$ cat config.mk
export PLATFORM = sky130hd
export DESIGN_NAME = mc_control
export DESIGN_NICKNAME = d
export VERILOG_FILES = /design/src/rtl/mc_pkg.sv /design/src/rtl/mc_opdecode.sv /design/src/rtl/mc_control.sv
export SDC_FILE = /design/constraint.sdc
export NUM_CORES = 1
export LEC_CHECK = 0
export ABC_AREA = 1
export CAP_MARGIN = 25
export CORE_UTILIZATION = 48
export CTS_CLUSTER_DIAMETER = 50
export DETAILED_ROUTE_END_ITERATION = 8
export PLACE_DENSITY = 0.8
export SLEW_MARGIN = 30
export SYNTH_ARGS = -nofsm -noshare
export SYNTH_HDL_FRONTEND = slang
export SYNTH_SLANG_ARGS = --single-unit
$ cat constraint.sdc
create_clock -name clk_i -period 4.5 [get_ports clk_i]
set_clock_uncertainty 0.05 [all_clocks]
set_input_delay 0.45 -clock clk_i [delete_from_list [all_inputs] [get_ports clk_i]]
set_output_delay 0.45 -clock clk_i [all_outputs]
set_load 0.01 [all_outputs]
$ cat src/rtl/mc_pkg.sv
// mc_pkg: shared types and constants for the multi-cycle MIPS controller.
//   state_t   : controller state encoding (3 bits, IDLE=0 .. TRAP=6)
//   OP_*      : supported instruction[31:26] opcodes
//   ALUOP_*   : ALUOp encodings sent to ALU_Control
package mc_pkg;

   typedef enum logic [2:0] {
      S_IDLE   = 3'd0,
      S_FETCH  = 3'd1,
      S_DECODE = 3'd2,
      S_EXEC   = 3'd3,
      S_MEM    = 3'd4,
      S_WB     = 3'd5,
      S_TRAP   = 3'd6
   } state_t;

   localparam logic [5:0] OP_RTYPE = 6'b000000;
   localparam logic [5:0] OP_ADDI  = 6'b001000;
   localparam logic [5:0] OP_LW    = 6'b100011;
   localparam logic [5:0] OP_SW    = 6'b101011;
   localparam logic [5:0] OP_BEQ   = 6'b000100;

   localparam logic [1:0] ALUOP_ADD   = 2'b00;
   localparam logic [1:0] ALUOP_SUB   = 2'b01;
   localparam logic [1:0] ALUOP_FUNCT = 2'b10;

endpackage

$ cat src/rtl/mc_opdecode.sv
// mc_opdecode: combinational opcode classifier.
//   op      in  6  instruction opcode field
//   is_*    out 1  one-hot class of a supported opcode
//   illegal out 1  opcode is not one of the supported five
module mc_opdecode
   import mc_pkg::*;
(
   input  logic [5:0] op,
   output logic       is_r,
   output logic       is_addi,
   output logic       is_lw,
   output logic       is_sw,
   output logic       is_beq,
   output logic       illegal
);

   assign is_r    = (op == OP_RTYPE);
   assign is_addi = (op == OP_ADDI);
   assign is_lw   = (op == OP_LW);
   assign is_sw   = (op == OP_SW);
   assign is_beq  = (op == OP_BEQ);
   assign illegal = ~(is_r | is_addi | is_lw | is_sw | is_beq);

endmodule

$ cat src/rtl/mc_control.sv
// mc_control: multi-cycle main controller for the MIPS datapath.
// Sequences FETCH/DECODE/EXEC/MEM/WB, handshakes with stallable instruction
// and data memories, traps on illegal opcodes and counts retired instructions.
//   clk_i, rst_i (sync, active-high), start_i (run level, sampled in IDLE/retire)
//   op_i, imem_ready_i, dmem_ready_i, zero_i : datapath/memory status
//   imem_req_o, ir_write_o, pc_write_o, pc_branch_o, reg_write_o, reg_dst_o,
//   alu_src_o, alu_op_o, dmem_req_o, dmem_we_o, mem_to_reg_o : datapath controls
//   busy_o, illegal_o, retired_o : status
module mc_control
   import mc_pkg::*;
(
   input  logic        clk_i,
   input  logic        rst_i,
   input  logic        start_i,
   input  logic [5:0]  op_i,
   input  logic        imem_ready_i,
   input  logic        dmem_ready_i,
   input  logic        zero_i,
   output logic        imem_req_o,
   output logic        ir_write_o,
   output logic        pc_write_o,
   output logic        pc_branch_o,
   output logic        reg_write_o,
   output logic        reg_dst_o,
   output logic        alu_src_o,
   output logic [1:0]  alu_op_o,
   output logic        dmem_req_o,
   output logic        dmem_we_o,
   output logic        mem_to_reg_o,
   output logic        busy_o,
   output logic        illegal_o,
   output logic [31:0] retired_o
);

   state_t      state_q, state_d;
   logic [5:0]  op_q;
   logic [31:0] retired_q;
   logic        retire;

   // Classifier on the live opcode: only its illegal flag steers DECODE.
   logic in_r, in_addi, in_lw, in_sw, in_beq, in_illegal;
   mc_opdecode u_dec_in (
      .op      (op_i),
      .is_r    (in_r),
      .is_addi (in_addi),
      .is_lw   (in_lw),
      .is_sw   (in_sw),
      .is_beq  (in_beq),
      .illegal (in_illegal)
   );
   logic unused_in_class;
   assign unused_in_class = in_r | in_addi | in_lw | in_sw | in_beq;

   // Classifier on the latched opcode drives all output decode.
   logic q_r, q_addi, q_lw, q_sw, q_beq, q_illegal;
   mc_opdecode u_dec_q (
      .op      (op_q),
      .is_r    (q_r),
      .is_addi (q_addi),
      .is_lw   (q_lw),
      .is_sw   (q_sw),
      .is_beq  (q_beq),
      .illegal (q_illegal)
   );
   logic unused_q_illegal;
   assign unused_q_illegal = q_illegal;

   always_ff @(posedge clk_i) begin
      if (rst_i) begin
         state_q   <= S_IDLE;
         op_q      <= 6'd0;
         retired_q <= 32'd0;
      end else begin
         state_q <= state_d;
         if (state_q == S_DECODE) op_q <= op_i;
         if (retire) retired_q <= retired_q + 32'd1;
      end
   end

   always_comb begin
      state_d      = state_q;
      retire       = 1'b0;
      imem_req_o   = 1'b0;
      ir_write_o   = 1'b0;
      pc_write_o   = 1'b0;
      pc_branch_o  = 1'b0;
      reg_write_o  = 1'b0;
      reg_dst_o    = 1'b0;
      alu_src_o    = 1'b0;
      alu_op_o     = ALUOP_ADD;
      dmem_req_o   = 1'b0;
      dmem_we_o    = 1'b0;
      mem_to_reg_o = 1'b0;

      case (state_q)
         S_IDLE: if (start_i) state_d = S_FETCH;

         S_FETCH: begin
            imem_req_o = 1'b1;
            if (imem_ready_i) begin
               ir_write_o = 1'b1;
               pc_write_o = 1'b1;
               state_d    = S_DECODE;
            end
         end

         S_DECODE: state_d = in_illegal ? S_TRAP : S_EXEC;

         S_EXEC: begin
            if (q_r) begin
               alu_op_o = ALUOP_FUNCT;
               state_d  = S_WB;
            end else if (q_addi) begin
               alu_src_o = 1'b1;
               state_d   = S_WB;
            end else if (q_lw || q_sw) begin
               alu_src_o = 1'b1;
               state_d   = S_MEM;
            end else if (q_beq) begin
               alu_op_o    = ALUOP_SUB;
               pc_branch_o = zero_i;
               retire      = 1'b1;
            end else begin
               // op_q is only ever loaded with a legal opcode before EXEC
               state_d = S_TRAP;
            end
         end

         S_MEM: begin
            dmem_req_o = 1'b1;
            dmem_we_o  = q_sw;
            if (dmem_ready_i) begin
               if (q_lw) state_d = S_WB;
               else      retire  = 1'b1;
            end
         end

         S_WB: begin
            reg_write_o  = 1'b1;
            reg_dst_o    = q_r;
            mem_to_reg_o = q_lw;
            retire       = 1'b1;
         end

         S_TRAP: state_d = S_TRAP;

         default: state_d = S_IDLE;
      endcase

      // Instruction boundary: start_i decides whether to keep running.
      if (retire) state_d = start_i ? S_FETCH : S_IDLE;
   end

   assign busy_o    = (state_q != S_IDLE) && (state_q != S_TRAP);
   assign illegal_o = (state_q == S_TRAP);
   assign retired_o = retired_q;

endmodule

; Word-level counts from Yosys, hierarchy flattened
; Cells that the tools add are included.
[totals]
wordCells = 77
register_bits = 41
[classes]
reduce_logical = 7
bitwise_logic = 4
add_sub_neg = 1
n_mux = 41
n_eq_ne = 21
[op_table]
columns = op, count
row1 = $add A32 B1 Y32 const B, 1
row2 = $mux W3, 10
row3 = $mux W1, 27
row4 = $eq A6 B6 Y1 const B, 4
row5 = $pmux W3 S7, 1
row6 = $ne A3 B3 Y1 const B, 5
row7 = $eq A6 B3 Y1 const B, 2
row8 = $eq A6 B4 Y1 const B, 2
row9 = $logic_not A6 Y1, 2
row10 = $eq A3 B3 Y1 const B, 3
row11 = $eq A3 B2 Y1 const B, 2
row12 = $ne A6 B6 Y1 const B, 1
row13 = $reduce_and A6 Y1, 1
row14 = $mux W2, 2
row15 = $or A1 B1 Y1, 4
row16 = $eq A3 B1 Y1 const B, 1
row17 = $logic_not A3 Y1, 1
row18 = $pmux W1 S3, 1
row19 = $reduce_bool A3 Y1, 1
row20 = $ne A2 B2 Y1 const B, 1
row21 = $logic_and A1 B1 Y1, 1
row22 = $logic_or A1 B1 Y1, 1

; Logic depth before layout (Yosys ltp)
; Gate-level depths: netlist of the first run.
[depth]
depth_word = 8
mapped_depth = 11
depth_no_buf = 10

; Hierarchy
; Synthesis of the first run repeated with hierarchy kept, for this count alone.
[hier_totals]
hier_cells = 429
hier_area_um2 = 2533.7
[modules_own_cells]
columns = mod, cells_per_inst, n_inst, area_each_um2
row1 = mc_control, 387, 1, 2353.5
row2 = mc_opdecode, 21, 2, 90.1

; Worst setup path before layout of the first run
; No wires, ideal clock.
[synth_timing]
path_type = flip-flop to output port
startpoint = register state_q[2]
endpoint = output port pc_write_o
path_buffers = 2
setup_slack_ps = 2832
path_stages_with_launch = 4
arrival_ps = 1168
cell_sequence = dfxtp_1 buf_2 nor4_1 buf_4
[synth_via]
elab_chain_len = 2
[synth_lines]
columns = element, line
row1 = start: declaration, mc_control.sv:35  ; state_t state_q, state_d;
row2 = start signal: assignment, mc_control.sv:74  ; state_q <= state_d;
row3 = $eq A3 B1 Y1, n/a
row4 = $mux W1, n/a
row5 = end: declaration, mc_control.sv:21  ; output logic pc_write_o,
; Every way passes these cells.

; Worst setup path after layout of the first run
[layout_timing]
startpoint = input port imem_ready_i
endpoint = output port pc_write_o
[layout_via]
elab_chain_len = 2
[layout_lines]
columns = element, line
row1 = start: declaration, mc_control.sv:16  ; input logic imem_ready_i,
row2 = $mux W1, mc_control.sv:100  ; if (imem_ready_i) begin
row3 = $mux W1, mc_control.sv:95  ; case (state_q)
; Every way passes these cells.

==> results of run 1 <==
-- metrics by stage --
step / setup slack [ns] / hold WS, ns / total power [mW]
detailed placement: 2.11 / 0.435 / 0.725
global route: 2.00 / 0.482 / 1.10
global placement: 2.24 / 0.425 / 0.717
floorplan: 2.83 / 0.407 / 0.649
finish: 2.08 / 0.444 / 1.04
CTS: 2.09 / 0.447 / 1.04
-- state kept, by name, indices dropped and copies added (netlist names) --
| register | cells |
|---|---|
| state_q | 3 |
| op_q | 6 |
| retired_o | 32 |
-- critical path, delay by kind of cell --
kind,cells,cell delay [ns]
buf+inv,3,1.14
simple gates,1,0.32
-- cells in the mapped netlist (2+ instances only) --
cell and instances:
nor3_1 7, dfxtp_1 41, nor2_4 3, clkbuf_1 5, xor2_1 8, nor2_2 3, a21oi_1 26, nand3_1 33
buf_6 4, nand4_1 2, o21ai_0 13, inv_1 42, buf_2 2, xnor2_1 2, nand2_2 14, a21oi_2 10
nor2_1 73, nand2_1 156
-- metal layers --
layer  wire [µm]  track usage, %  vias up
met5           0               0        -
met4         132            8.11        0
met3         396            4.71       13
met2        3560            43.8       85
met1        3220            32.5     1369
li1            -               -     1535
-- kinds of logic (layout without fill, tap and decap cells) --
kind of cell | Yosys count | count (layout) | share of synthesized area, %
AO/OA/AOI/OAI | 52 | 52 | 10.9
XOR/XNOR | 10 | 10 | 3.17
adder cells (fa/ha/maj) | 1 | 1 | 0.453
buffers and inverters | 57 | 110 | 9.52
flip-flops | 41 | 41 | 29.7
AND/OR/NAND/NOR | 296 | 296 | 46.2
-- power by group --
part           internal [mW]  leakage [nW]  switching [mW]
Sequential             0.387         0.331          0.0323
Clock                  0.181        0.0574           0.139
Combinational          0.109         0.824           0.190
Total                  0.677          1.21           0.361
-- cell type report --
type / count / area [µm²]
Clock buffer: 6 / 82.6
Clock inverter: 2 / 37.5
Fill cell: 539 / 2090
Inverter: 44 / 166
Multi-Input combinational cell: 359 / 1680
Sequential cell: 41 / 821
Tap cell: 72 / 90.1
Timing Repair Buffer: 58 / 578
-- placed cells by master (no fill, tap or decap), drive strengths merged --
master / instances
nand4: 3
xnor2: 2
xor2: 8
o21a: 1
nand2: 171
a31oi: 1
inv: 43
a21oi: 36
nor3: 7
nor4: 1
buf: 1
clkbuf: 6
clkdlybuf4s50: 57
o21ai: 14
clkinvlp: 1
dfxtp: 41
ha: 1
and3: 1
clkinv: 1
nand3: 34
nor2: 79
bufinv: 1
-- worst min path at each step --
stage                          from                    to  cells after the start
3_3_place_gp   op_q[1]$_SDFFE_PP0P_  op_q[1]$_SDFFE_PP0P_                      2
5_1_grt        op_q[5]$_SDFFE_PP0P_  op_q[5]$_SDFFE_PP0P_                      2
3_5_place_dp   op_q[3]$_SDFFE_PP0P_  op_q[3]$_SDFFE_PP0P_                      2
6_report       op_q[3]$_SDFFE_PP0P_  op_q[3]$_SDFFE_PP0P_                      2
2_1_floorplan  op_q[5]$_SDFFE_PP0P_  op_q[5]$_SDFFE_PP0P_                      2
4_1_cts        op_q[3]$_SDFFE_PP0P_  op_q[3]$_SDFFE_PP0P_                      2
==> impl_metrics.yaml, run 1 <==
clock_network:
  cts_num_sinks: 41
  postCtsSetupRepairBufs: 0
  hold_buffers: 0
  cts_tree: "done"
  cts_root_buffer: "clkbuf_8"
  worstSkewPairLatency_ns: 0.31
  h-tree-depth: 2
  cts_buffers: 5
  cts_resized: 0
  clk_pin_slew_ns: 0.08
  cts_buffer_depth: 2
synth:
  synthTopCellsByArea: "dfxtp_1, nand2_1, nor2_1"
  synth_fp_nets: 470
  synth.distinct_cells: 31
  yosys.area.top_type_share_pct: 29.7
  syn_avg_cell_area_um2: 6.04
  async_flop_share_pct: 0
  synth_seq_area_share_pct: 29.7
  syn_area_mm2: 0.00276
  synth-edff-count: 0
  syn_inst: 457
  ys_ff_latch: 41
  synth_area_leader_cell: "dfxtp_1"
  ys.warnings.count: 0
  synth_ff_type: "dfxtp_1"
setup_path:
  crit_chain: "clkdlybuf4s50_1, inv_1, nor4_1, clkdlybuf4s50_1"
  cpMaxStageDelayCell: "clkdlybuf4s50_1"
  end_kind: "output pin"
  crit_path_max_fanout: 2
  timing.rr.end: "retired_o[16]$_SDFFE_PP0P_"
  cp-endpoint: "pc_write_o"
  rrSetupSlack_ns: 2.54
  cpPeakStageDelay_ns: 0.63
  worst-setup-path-type: "in2out"
  cp-startpoint: "imem_ready_i"
  worstRegToRegCells: 7
  r2r_start: "op_q[2]$_SDFFE_PP0P_"
  worstSetupStartpointType: "input port"
  crit_path_frequent_cell: "clkdlybuf4s50_1"
  crit_arrival_ns: 1.92
  required_ns: 4.00
placed_design:
  placed_area_mm2: 0.00333
  io_buffers: 57
  dp.cells: 574
  dp_hpwl_um: 5360
  gp_congestion: 0.878
routing:
  drt_wl_total_um: 7310
  drc: 0
  ant_nets: 0
  firstDrtPassIters: 5
  via_count: 3002
  drtIter0Drc: 224
  routedWlPerCell_um: 12.6
  viasPerCell: 5.16
die:
  boundaryPins: 58
  initial_utilization_pct: 49.8
  die_area_mm2: 0.00606
  fp.dieW_um: 77.8
  placeableCoreArea_mm2: 0.00554
  rows: 27
  die_h_um: 77.8
timing:
  worst_slew_pin_slew_ns: 0.775
  period_minus_slack_ns: 2.42
  maxSlewViolCount: 0
  setup_viol: 0
  fmax_mhz: 413
  fin_crit_sh_pct: 53.8
  maxSlewHeadroom_pct: 48.2
  fin_setup_tns_ns: 0
  hold_viol: 0
  rsz0062_at_grt: "no"
global_route:
  grt_usage_pct: 25.7
  grt_overflow: 0
  grt_start_max_net_pins: 38
  grt_pass1_vias: 2802
  grt_pass1_wl_um: 12400
  antenna_found_initial: 0
pwr:
  vdd_drop_max_uv: 213
  powerDensity_mw_per_mm2: 301
  p_leak_nw: 1.21
cells_and_area:
  fin_area_mm2: 0.00345
  drive_gt1_share_pct: 8.63
  syn_to_final_growth_pct: 25.1
  insertedDiodeCount: 0
  final_cells: 582
  nets: 522
  fin_util_pct: 62.3
outcome:
  status: "finished clean"
run:
  drv_cap: 0
hold_path:
  hold_class: "reg2reg"
No activity file was read; power rests on OpenSTA's default activity.
==> inputs of run 2 (changes only) <==
CORE_UTILIZATION = 47   (was 48)
PLACE_DENSITY = 0.81   (was 0.8)
clock period = 2.1 ns   (was 4.5 ns; I/O delays follow)
==> run 2 against run 1 <==
Wire length is 1.5% lower. Core utilization is 0.25 points higher. Non-clock buffer count stayed put. Total power is 120% higher. Critical path type is now reg2out. Critical endpoint is now alu_op_o[1]. Largest cell class unchanged. Highest routed layer unchanged.
==> impl_metrics.yaml, run 2 (synthesis gave the netlist of run 1 again) <==
clock_network:
  cts_buffers: 5
  worstSkewPairLatency_ns: 0.30
  cts_buffer_depth: 2
  cts_root_buffer: "clkbuf_8"
  hold_buffers: 0
  cts_num_sinks: 41
  postCtsSetupRepairBufs: 0
  cts_tree: "done"
  h-tree-depth: 2
  clk_pin_slew_ns: 0.08
die:
  placeableCoreArea_mm2: 0.00557
  die_h_um: 78.6
  rows: 27
  fp.dieW_um: 78.6
  initial_utilization_pct: 49.5
  die_area_mm2: 0.00618
  boundaryPins: 58
routing:
  highest_layer: "met4"
  drtIter0Drc: 202
  drc: 0
  via_count: 3039
  wl_met1_um: 3070
  routedWlPerCell_um: 12.4
  dr_wl_met3_um: 478
  met2_length_um: 3520
  drt_wl_total_um: 7200
  viasPerCell: 5.21
  firstDrtPassIters: 7
  ant_nets: 0
cells_and_area:
  nFillCells: 520
  syn_to_final_growth_pct: 26.3
  seqCellArea_um2: 827
  final_cells: 583
  layout_common_cells: "nand2_1, nor2_1, clkdlybuf4s50_1"
  final_common_cell: "nand2_1"
  insertedDiodeCount: 0
  nets: 523
  largest_register_ffs: 32
  multiInputGateArea_mm2: 0.00171
  drive_gt1_share_pct: 10.2
pwr:
  p_leak_nw: 1.24
  powerDensity_mw_per_mm2: 645
  p_comb_share_pct: 29.3
  p_int_mw: 1.47
  p_sw_share_pct: 34.7
  p_switching_mw: 0.781
  clkPwrFrac_pct: 30.2
  vdd_drop_max_uv: 440
  p_seq_share_pct: 40.6
  power_mw: 2.25
setup_path:
  crit_arrival_ns: 1.72
  timing.rr.end: "retired_o[24]$_SDFFE_PP0P_"
  worst-setup-path-type: "reg2out"
  rrSetupSlack_ns: 0.34
  r2r_start: "retired_o[0]$_SDFFE_PP0P_"
  crit_path_max_fanout: 3
  required_ns: 1.84
  worstSetupStartpointType: "flop"
  worstRegToRegCells: 8
  end_kind: "output pin"
timing:
  hold_viol: 0
  worst_slew_pin_slew_ns: 0.515
  maxSlewViolCount: 0
  setup_viol: 0
  maxSlewHeadroom_pct: 65.6
  period_minus_slack_ns: 1.98
  fin_crit_sh_pct: 94.2
  whs_ns: 0.450
  fmax_mhz: 505
  rsz0062_at_grt: "yes"
global_route:
  grt_start_max_net_pins: 38
  grt_usage_pct: 25.0
  grt_pass1_vias: 2792
  grt_pass1_wl_um: 12300
  antenna_found_initial: 0
  grt_overflow: 0
placed_design:
  gp_congestion: 0.872
  dp.cells: 574
  dp_hpwl_um: 5210
  io_buffers: 57
hold_path:
  hold_depth: 2
  hold_path_end: "op_q[3]$_SDFFE_PP0P_"
  hold_class: "reg2reg"
  min-delay-start: "op_q[3]$_SDFFE_PP0P_"
run:
  drv_cap: 0
outcome:
  status: "finished clean"
-- run 2: cell types whose count changed in the layout (fill, tap and decap cells not counted), moves of 2 or more --
cell	before	now
nor2_1	73	70
nor2_2	3	6
dfxtp_2	0	2
dfxtp_1	41	38
-- run 2: worst max-delay path: stages (launching register included) --
cell and delay [ns]:
dfxtp_1 0.34, nor2_2 0.21, nand3_1 0.15, nor3_1 0.15, clkdlybuf4s50_1 0.56
-- run 2: layout make-up --
cell class,count,area share [%]
Inverter,44,4.77
Clock inverter,1,0.861
Sequential cell,41,23.7
Multi-Input combinational cell,360,48.9
Tap cell,72,2.58
Timing Repair Buffer,58,16.6
Clock buffer,7,2.48
-- run 2: worst max path at each step --
stage | start | end | slack (ns) | cells after the start
detailed placement | dmem_ready_i | state_q[0]$_SDFFE_PP0P_ | 0.17 | 10
global placement | dmem_ready_i | state_q[0]$_SDFFE_PP0P_ | 0.22 | 10
floorplan | retired_o[1]$_SDFFE_PP0P_ | retired_o[24]$_SDFFE_PP0P_ | 0.54 | 8
finish | op_q[0]$_SDFFE_PP0P_ | alu_op_o[1] | 0.12 | 4
global route | op_q[4]$_SDFFE_PP0P_ | alu_op_o[1] | -0.03 | 4
CTS | op_q[0]$_SDFFE_PP0P_ | alu_op_o[1] | 0.01 | 4
-- run 2: power by group through the flow --
stage	Combinational, mW	Clock, mW	Sequential, mW
after global placement	0.621	0	0.913
after CTS	0.631	0.688	0.898
after detailed placement	0.629	0	0.915
after floorplan	0.501	0	0.889
final	0.658	0.679	0.913
after global routing	0.730	0.719	0.921
-- run 2: per-layer routing --
metal,vias to the layer above,GRT usage [%]
li1,1547,-
met1,1374,30.6
met2,106,42.4
met3,12,5.00
met4,0,10.4
met5,-,0
-- run 2: timing repair --
action                     CTS  global route
setup endpoints to repair    1            15
resized for setup            1            10
cloned                       0             1
pin swaps                    0             1
-- run 2: per-stage QoR --
step           util [%]  worst slack [ns]  TNS, ns  instance area (µm²)
2_1_floorplan         -             0.537        0                 2760
3_3_place_gp       59.8             0.216        0                 3330
3_5_place_dp       59.8             0.174        0                 3330
4_1_cts            61.9            0.0120        0                 3450
5_1_grt            62.6           -0.0277  -0.0277                 3490
6_report           62.6             0.121        0                 3490
==> inputs of run 3 (changes only) <==
MAX_ROUTING_LAYER = met4   (was unset)
clock period = 1.8 ns   (was 2.1 ns; I/O delays follow)
==> run 3 against run 2 <==
Sequential share of layout area fell by 0.63 points. Register-to-register slack got worse by 0.17 ns. Worst hold slack improved by 0.00088 ns. Via count rose by 2.6%. Combinational power rose by 23%. Worst setup slack got worse by 0.034 ns. Cell area rose by 3.3%. Sequential power rose by 16%. Total power rose by 19%. Critical endpoint is now alu_src_o. Largest cell class unchanged. Largest power group unchanged. Highest routed layer unchanged.
==> impl_metrics.yaml, run 3 (synthesis gave the netlist of run 1 again) <==
cells_and_area:
  seqCellArea_um2: 832
  nFillCells: 507
  syn_to_final_growth_pct: 30.6
  layout_common_cells: "nand2_1, nor2_1, clkdlybuf4s50_1"
  insertedDiodeCount: 0
  final_cells: 595
  multiInputGateArea_mm2: 0.00171
  largest_register_ffs: 32
  nets: 535
  drive_gt1_share_pct: 13.2
  final_common_cell: "nand2_1"
hold_path:
  hold_class: "reg2reg"
  min-delay-start: "op_q[0]$_SDFFE_PP0P_"
  hold_path_end: "op_q[0]$_SDFFE_PP0P_"
  hold_depth: 2
setup_path:
  r2r_start: "retired_o[0]$_SDFFE_PP0P_"
  worst-setup-path-type: "reg2out"
  worstSetupStartpointType: "flop"
  cpMaxStageDelayCell: "dfxtp_1"
  crit_arrival_ns: 1.48
  end_kind: "output pin"
  cp-startpoint: "op_q[5]$_SDFFE_PP0P_"
  crit_path_frequent_cell: "nand2_1"
  required_ns: 1.57
  crit_path_max_fanout: 3
  cpPeakStageDelay_ns: 0.41
  timing.rr.end: "retired_o[24]$_SDFFE_PP0P_"
  crit_chain: "nand2_1, nor3_2, nand2_1, a21oi_1, dlygate4sd2_1"
  rrSetupSlack_ns: 0.17
  worstRegToRegCells: 8
die:
  die_h_um: 78.6
  initial_utilization_pct: 49.5
  placeableCoreArea_mm2: 0.00557
  fp.dieW_um: 78.6
  rows: 27
  boundaryPins: 58
  die_area_mm2: 0.00618
pwr:
  clkPwrFrac_pct: 29.9
  p_sw_share_pct: 34.8
  p_int_mw: 1.74
  power_mw: 2.67
  p_seq_share_pct: 39.8
  p_switching_mw: 0.930
  p_leak_nw: 1.35
  vdd_drop_max_uv: 538
  p_comb_share_pct: 30.3
  powerDensity_mw_per_mm2: 742
placed_design:
  io_buffers: 57
  dp_hpwl_um: 5410
  dp.cells: 587
  gp_congestion: 0.894
  place_ws_ns: 0.0486
timing:
  fin_setup_tns_ns: 0
  setup_ws_ns: 0.0865
  maxSlewHeadroom_pct: 65.9
  rsz0062_at_grt: "no"
  worst_slew_pin_slew_ns: 0.508
  setup_viol: 0
  period_minus_slack_ns: 1.71
  fin_crit_sh_pct: 95.2
  hold_viol: 0
  maxSlewViolCount: 0
  fmax_mhz: 584
global_route:
  grt_pass1_wl_um: 12800
  grt_start_max_net_pins: 38
  grt_overflow: 0
  antenna_found_initial: 0
  grt_pass1_vias: 2921
  grt_usage_pct: 26.3
run:
  drv_cap: 0
clock_network:
  h-tree-depth: 2
  clk_pin_slew_ns: 0.08
  cts_root_buffer: "clkbuf_8"
  cts_buffers: 5
  cts_tree: "done"
  worstSkewPairLatency_ns: 0.31
  cts_num_sinks: 41
  cts_buffer_depth: 2
routing:
  routedWlPerCell_um: 12.2
  drtIter0Drc: 185
  firstDrtPassIters: 6
  ant_nets: 0
  drt_wl_total_um: 7260
  viasPerCell: 5.24
  via_count: 3118
  drc: 0
outcome:
  status: "finished clean"
-- run 3: cell types whose count changed in the layout (fill, tap and decap cells not counted), sizes merged --
cell	previous run	this run
buf	1	14
clkbuf	7	6
clkdlybuf4s50	56	45
clkinvlp	0	1
dlygate4sd2	0	12
dlymetal6s2s	1	0
nor2	80	79
-- run 3: per-stage QoR --
| stage | instance area, µm² | util [%] | hold slack (ns) |
|---|---|---|---|
| 2_1_floorplan | 2760 | - | 0.321 |
| 4_1_cts | 3590 | 64.4 | 0.453 |
| 3_5_place_dp | 3450 | 62.0 | 0.432 |
| 5_1_grt | 3600 | 64.6 | 0.479 |
| 3_3_place_gp | 3450 | 62.0 | 0.423 |
| 6_report | 3600 | 64.6 | 0.451 |
-- run 3: worst max path at each step --
stage,to,depth (start not counted)
finish,alu_src_o,5
global route,retired_o[31]$_SDFFE_PP0P_,9
CTS,imem_req_o,3
detailed placement,pc_write_o,4
global placement,ir_write_o,4
floorplan,retired_o[24]$_SDFFE_PP0P_,8
-- run 3: cell type report --
| type | instances | share of cell area [%] |
|---|---|---|
| multi-input combinational | 359 | 47.4 |
| sequential | 41 | 23.1 |
| timing repair buffer | 71 | 19.0 |
| inverter | 44 | 4.62 |
| tap | 72 | 2.50 |
| clock buffer | 6 | 2.29 |
| clock inverter | 2 | 1.04 |
-- run 3: worst max-delay path: cells and delay by family, from the launching register on --
family / cells / cell delay, ns
AND/OR/NAND/NOR: 3 / 0.37
flip-flops: 1 / 0.41
AO/OA/AOI/OAI: 1 / 0.13
buffers and inverters: 1 / 0.28
-- run 3: routing by layer --
metal | part of all wire [%] | wire length [µm] | vias to the layer above | global-route usage (%)
met3 | 5.1 | 368 | 10 | 4.30
met4 | 1.6 | 116 | 0 | 9.44
met1 | 46 | 3360 | 1446 | 33.3
met5 | 0 | 0 | - | -
met2 | 47 | 3420 | 92 | 42.1
li1 | - | - | 1570 | -
-- run 3: what timing repair did --
action	4_1_cts	5_1_grt
gates resized for setup	23	5
hold buffers	0	0
cloned	0	0
setup endpoints to repair	13	7
buffers inserted	0	0
-- run 3: power groups by stage --
stage	registers, mW	clock network [mW]	logic (mW)
2_1_floorplan	1.04	0	0.585
3_5_place_dp	1.06	0	0.812
4_1_cts	1.06	0.804	0.800
6_report	1.06	0.800	0.810
3_3_place_gp	1.05	0	0.796
5_1_grt	1.07	0.840	0.903
==> edit 1: new RTL, flow settings as in run 1 <==
The 7 states of `state_t` get a one-hot encoding in 7 bits.
--- a/src/rtl/mc_pkg.sv
+++ b/src/rtl/mc_pkg.sv
@@ -4,14 +4,14 @@
 //   ALUOP_*   : ALUOp encodings sent to ALU_Control
 package mc_pkg;
 
-   typedef enum logic [2:0] {
-      S_IDLE   = 3'd0,
-      S_FETCH  = 3'd1,
-      S_DECODE = 3'd2,
-      S_EXEC   = 3'd3,
-      S_MEM    = 3'd4,
-      S_WB     = 3'd5,
-      S_TRAP   = 3'd6
+   typedef enum logic [6:0] {
+      S_IDLE   = 7'b0000001,
+      S_FETCH  = 7'b0000010,
+      S_DECODE = 7'b0000100,
+      S_EXEC   = 7'b0001000,
+      S_MEM    = 7'b0010000,
+      S_WB     = 7'b0100000,
+      S_TRAP   = 7'b1000000
    } state_t;
 
    localparam logic [5:0] OP_RTYPE = 6'b000000;
Check against the original RTL: same outputs for any inputs over 10 cycles, from zero or initial values and one cycle with rst_i high; not proved beyond that.
==> edit 1 against run 1 <==
Routed wire length is 7.8% higher; area after synthesis is 9.7% higher; setup slack worse by 0.069 ns; global-route usage is 0.21 points higher; final area is 7.0% higher; sequential cell count is 4 higher; non-clock buffer count is 1 higher.
Power is not compared: it rests on default switching activity, and its combinational part moved more than twofold at a synthesized area within 25%.
==> edit 1: results (changes against run 1) <==
status finished clean (unchanged); max FFs per register 32 (unchanged); Worst path slowest cell clkdlybuf4s50_1 (unchanged); Num CTS Buffers 5 (unchanged); worst skew pair latency 0.30 ns; WL met3 491 um (was 396 um); CTS resizes 0 (unchanged); met2 GRT Util 42.4% (was 43.8%); worst vdd ir 115 uV; clock buffer depth 2 (unchanged); asr flop ratio synth 0% (unchanged); Hold Crit Class reg -> reg (unchanged); main area contributors after synthesis dfxtp_1 30%, nand2_1 18%, nor2_1 10%, inv_1 5.9%, nand4_1 5.6% (was dfxtp_1 30%, nand2_1 21%, nor2_1 9.9%, nand3_1 6.0%, inv_1 5.7%); top cells by count, synth 148 x nand2_1, 84 x nor2_1, 48 x inv_1 (was 156 x nand2_1, 73 x nor2_1, 42 x inv_1); worst slack at placement 1.88 ns (was 2.11 ns); Slew headroom 42.8% (was 48.2%); Ant. Diodes 0 (unchanged); sequential share of the synthesized area 29.7% (about the same); max layer used met4 (unchanged); setup bufs post-CTS 0 (unchanged); Synth Flop Type dfxtp_1 (unchanged); GRT Overall Usage 25.9% (was 25.7%); number of antenna violations at the first check in global routing 0 (unchanged); H-tree Lvls 2 (unchanged); Port-buffer cells 57 (unchanged); WP data arrival 1.99 ns (was 1.92 ns); worst-path fanout max 5 (was 2); synth unique cells 33 (was 31); wire length on met1 3540 um (was 3220 um); DR pass1 iterations 6 (was 5); first-pass GRT wire length 13300 um (was 12400 um); wirelength, routed 7880 um (was 7310 um); placed cell area 0.00361 mm2 (was 0.00333 mm2); metal2 WL 3680 um (was 3560 um); share of cells above drive strength 1 8.12% (was 8.63%); grt met1 use 33.3% (was 32.5%); vias per std cell 5.38 (was 5.16); drt first-iter violations 290 (was 224); CP max stage delay 0.54 ns (was 0.63 ns); Yosys warnings 0 (unchanged); Net Count, Synth 506 (was 470); gpl congestion 0.906 (was 0.878); final layout net count 554 (was 522); LEAKAGE 1.33 nW; largest net degree at the start of global routing 40 (was 38); root buffer selected by CTS clkbuf_8 (unchanged); met3 Usage GRT 5.00% (was 4.71%); number of global-route vias before repair 3019 (was 2802); hpwl dp 5790 um (was 5360 um); Sw Share 26.8%; Worst-path clk slew 0.08 ns (about the same)
[edit 1: cell families (layout without fill, tap and decap cells)]
group	count (synthesis)	after routing	synth area share (%)
AND/OR/NAND/NOR	322	322	48.2
buffers and inverters	67	116	9.38
AO/OA/AOI/OAI	47	47	9.13
flip-flops	45	45	29.7
XOR/XNOR	11	11	3.18
adder cells (fa/ha/maj)	1	1	0.413
[edit 1: layout make-up]
cell class,instances,area [um2]
inverter,49,184
clock inverter,1,7.51
sequential,45,901
timing repair buffer,59,586
fill,577,2300
multi-input combinational,381,1840
tap,75,93.8
clock buffer,7,76.3
[edit 1: metrics by stage]
stage	std cells	hold slack, ns
6_report	617	0.440
5_1_grt	617	0.470
4_1_cts	617	0.442
3_5_place_dp	609	0.430
3_3_place_gp	609	0.427
2_1_floorplan	493	0.407
[edit 1: critical path: cells and delay by family, from the launching register on]
family                 cells  cell delay, ns
buffers and inverters      1            0.54
and+or+nand+nor            5            0.83
DFF                        1            0.34
[edit 1: path summary, 6_finish.rpt]
check,start,endpoint,slack (ns),depth (start not counted)
max,state_q[4]$_SDFFE_PP0P_,pc_branch_o,2.01,6
min,op_q[4]$_SDFFE_PP0P_,op_q[4]$_SDFFE_PP0P_,0.44,2
max reg2reg,state_q[1]$_SDFFE_PP0P_,retired_o[18]$_SDFFE_PP0P_,2.05,10
min reg2reg,op_q[4]$_SDFFE_PP0P_,op_q[4]$_SDFFE_PP0P_,0.44,2
[edit 1: power groups by stage]
stage	clock network [W]	registers, W	logic (W)
after CTS	0.000254	0.000413	0.0000987
final	0.000251	0.000413	0.0000991
after global placement	0	0.000422	0.0000961
after floorplan	0	0.000421	0.0000636
after global routing	0.000268	0.000414	0.000110
after detailed placement	0	0.000422	0.0000981
==> edit 2: new RTL, settings of run 1 <==
Without the edit above. Register the output `retired_o` once more, cleared by the reset; this adds one clock of latency there. The other outputs are not delayed to match.
--- a/src/rtl/mc_control.sv
+++ b/src/rtl/mc_control.sv
@@ -153,7 +153,13 @@
 
    assign busy_o    = (state_q != S_IDLE) && (state_q != S_TRAP);
    assign illegal_o = (state_q == S_TRAP);
-   assign retired_o = retired_q;
+   always_ff @(posedge clk_i) begin
+      if (rst_i) begin
+         retired_o <= '0;
+      end else begin
+         retired_o <= retired_q;
+      end
+   end
 
 endmodule
 
Function: changed (Yosys sat finds a counterexample within 10 cycles, from zero or initial values and one cycle with rst_i high).
==> edit 2 against run 1 <==
Fmax fell by 1.8%; total power rose by 53%; area after synthesis rose by 22%; count of clock-buffer cells in the layout rose by 3; routed wire length rose by 6.5%; clock power rose by 76%; final area rose by 22%; via count rose by 10%; setup slack got worse by 0.045 ns; utilization fell by 0.43 points; final cell count rose by 16%; hold slack got worse by 0.010 ns; sequential cell count rose by 32; largest cell class unchanged; highest routed layer unchanged.
==> edit 2: results (changes against run 1) <==
main area contributors after synthesis dfxtp_1 43%, nand2_1 16%, nor2_1 12%, inv_1 6.8%, a21oi_1 5.0% (was dfxtp_1 30%, nand2_1 21%, nor2_1 9.9%, nand3_1 6.0%, inv_1 5.7%); worst vdd ir 252 uV (was 213 uV); share of cells above drive strength 1 5.71% (was 8.63%); Synth Flop Type dfxtp_1 (unchanged); top cells by count, synth 148 x nand2_1, 112 x nor2_1, 73 x dfxtp_1 (was 156 x nand2_1, 73 x nor2_1, 42 x inv_1); clock buffer depth 2 (unchanged); worst skew pair latency 0.36 ns (was 0.31 ns); gpl congestion 0.953 (was 0.878); Worst-path clk slew 0.08 ns (about the same); sequential share of the synthesized area 43.2% (was 29.7%); LEAKAGE 1.60 nW (was 1.21 nW); H-tree Lvls 3 (was 2); largest net degree at the start of global routing 52 (was 38); drt first-iter violations 225 (was 224); hpwl dp 5700 um (was 5360 um); Yosys warnings 0 (unchanged); vias per std cell 4.91 (was 5.16); Switch Pwr 0.000484 W (was 0.000361 W); Hold Crit Class reg -> reg (unchanged); Ant. Diodes 0 (unchanged); Net Count, Synth 532 (was 470); root buffer selected by CTS clkbuf_8 (unchanged); placed cell area 0.00399 mm2 (was 0.00333 mm2); Routed wire per std cell 11.5 um (was 12.6 um); number of global-route vias before repair 3003 (was 2802); Num CTS Buffers 9 (was 5); biggest regs retired_o x32, retired_q x32, op_q x6; DR pass1 iterations 5 (unchanged); Worst path slowest cell clkdlybuf4s50_1 (unchanged); worst-path fanout max 4 (was 2); WP data arrival 1.96 ns (was 1.92 ns); setup bufs post-CTS 0 (unchanged); Post-Layout Cell Count 674 (was 582); synth unique cells 23 (was 31); status finished clean (unchanged); CTS resizes 0 (unchanged); final layout net count 586 (was 522); asr flop ratio synth 0% (unchanged); number of antenna violations at the first check in global routing 0 (unchanged); Slew headroom 46.4% (was 48.2%); GRT Overall Usage 23.0% (was 25.7%); CP max stage delay 0.56 ns (was 0.63 ns); placed cell count 658 (was 574); Syn Inst Count 519 (was 457); first-pass GRT wire length 13300 um (was 12400 um); Port-buffer cells 57 (unchanged)
[edit 2: cell count changes after synthesis, sizes merged, moves of 2 or more]
cell / change
nor2: +38
dfxtp: +32
inv: +20
nand2: -19
nand3: -4
clkbuf: +3
nor3: -3
nand3b: +2
o21ai: -2
xnor2: -2
[edit 2: final timing paths]
path | cells after the start | start | end | slack [ns]
min | 2 | retired_q[20]$_SDFFE_PP0P_ | retired_o[20]$_SDFF_PP0_ | 0.43
max reg2reg | 8 | state_q[2]$_SDFFE_PP0P_ | retired_q[1]$_SDFFE_PP0P_ | 2.05
max | 5 | state_q[0]$_SDFFE_PP0P_ | ir_write_o | 2.04
min reg2reg | 2 | retired_q[20]$_SDFFE_PP0P_ | retired_o[20]$_SDFF_PP0_ | 0.43
[edit 2: power by group through the flow]
stage	clock network (W)	logic, W	registers, W
floorplan	0	0.000231	0.000716
global placement	0	0.000308	0.000719
detailed placement	0	0.000320	0.000720
CTS	0.000566	0.000323	0.000705
global route	0.000592	0.000364	0.000710
finish	0.000560	0.000324	0.000706
[edit 2: cells by family after synthesis]
logic type	Yosys count	share of synthesized area (%)
AOI/OAI and AO/OA	48	7.33
and+or+nand+nor	311	37.4
adders and majority gates	1	0.370
xor gates and xnor gates	8	2.07
DFF	73	43.2
buffers and inverters	78	9.59
[edit 2: through the flow]
| stage | hold slack, ns | worst slack, ns | power (W) |
|---|---|---|---|
| after global routing | 0.453 | 1.75 | 0.00167 |
| after detailed placement | 0.418 | 1.79 | 0.00104 |
| final | 0.434 | 2.04 | 0.00159 |
| after floorplan | 0.388 | 2.71 | 0.000947 |
| after global placement | 0.412 | 1.90 | 0.00103 |
| after CTS | 0.433 | 2.01 | 0.00159 |
[edit 2: final cells by class]
type / instances / area (um2)
clock buffers: 9 / 124
clock inverters: 7 / 93.8
fillers: 627 / 2590
inverters: 63 / 236
multi-input cells: 368 / 1600
flip-flops and latches: 73 / 1460
well taps: 96 / 120
repair buffers: 58 / 573
[edit 2: worst max-delay path, delay by kind of cell, from the launching register on]
kind / cells / cell delay [ns]
AND/OR/NAND/NOR: 2 / 0.45
flip-flops: 1 / 0.40
buffers and inverters: 3 / 0.76
[edit 2: metal layers]
layer / up-vias / GRT usage, % / routed length (um)
li1: 1706 / - / -
met1: 1478 / 29.8 / 3630
met2: 104 / 35.9 / 3510
met3: 18 / 5.10 / 443
met4: 0 / 11.4 / 198
met5: - / 0 / 0
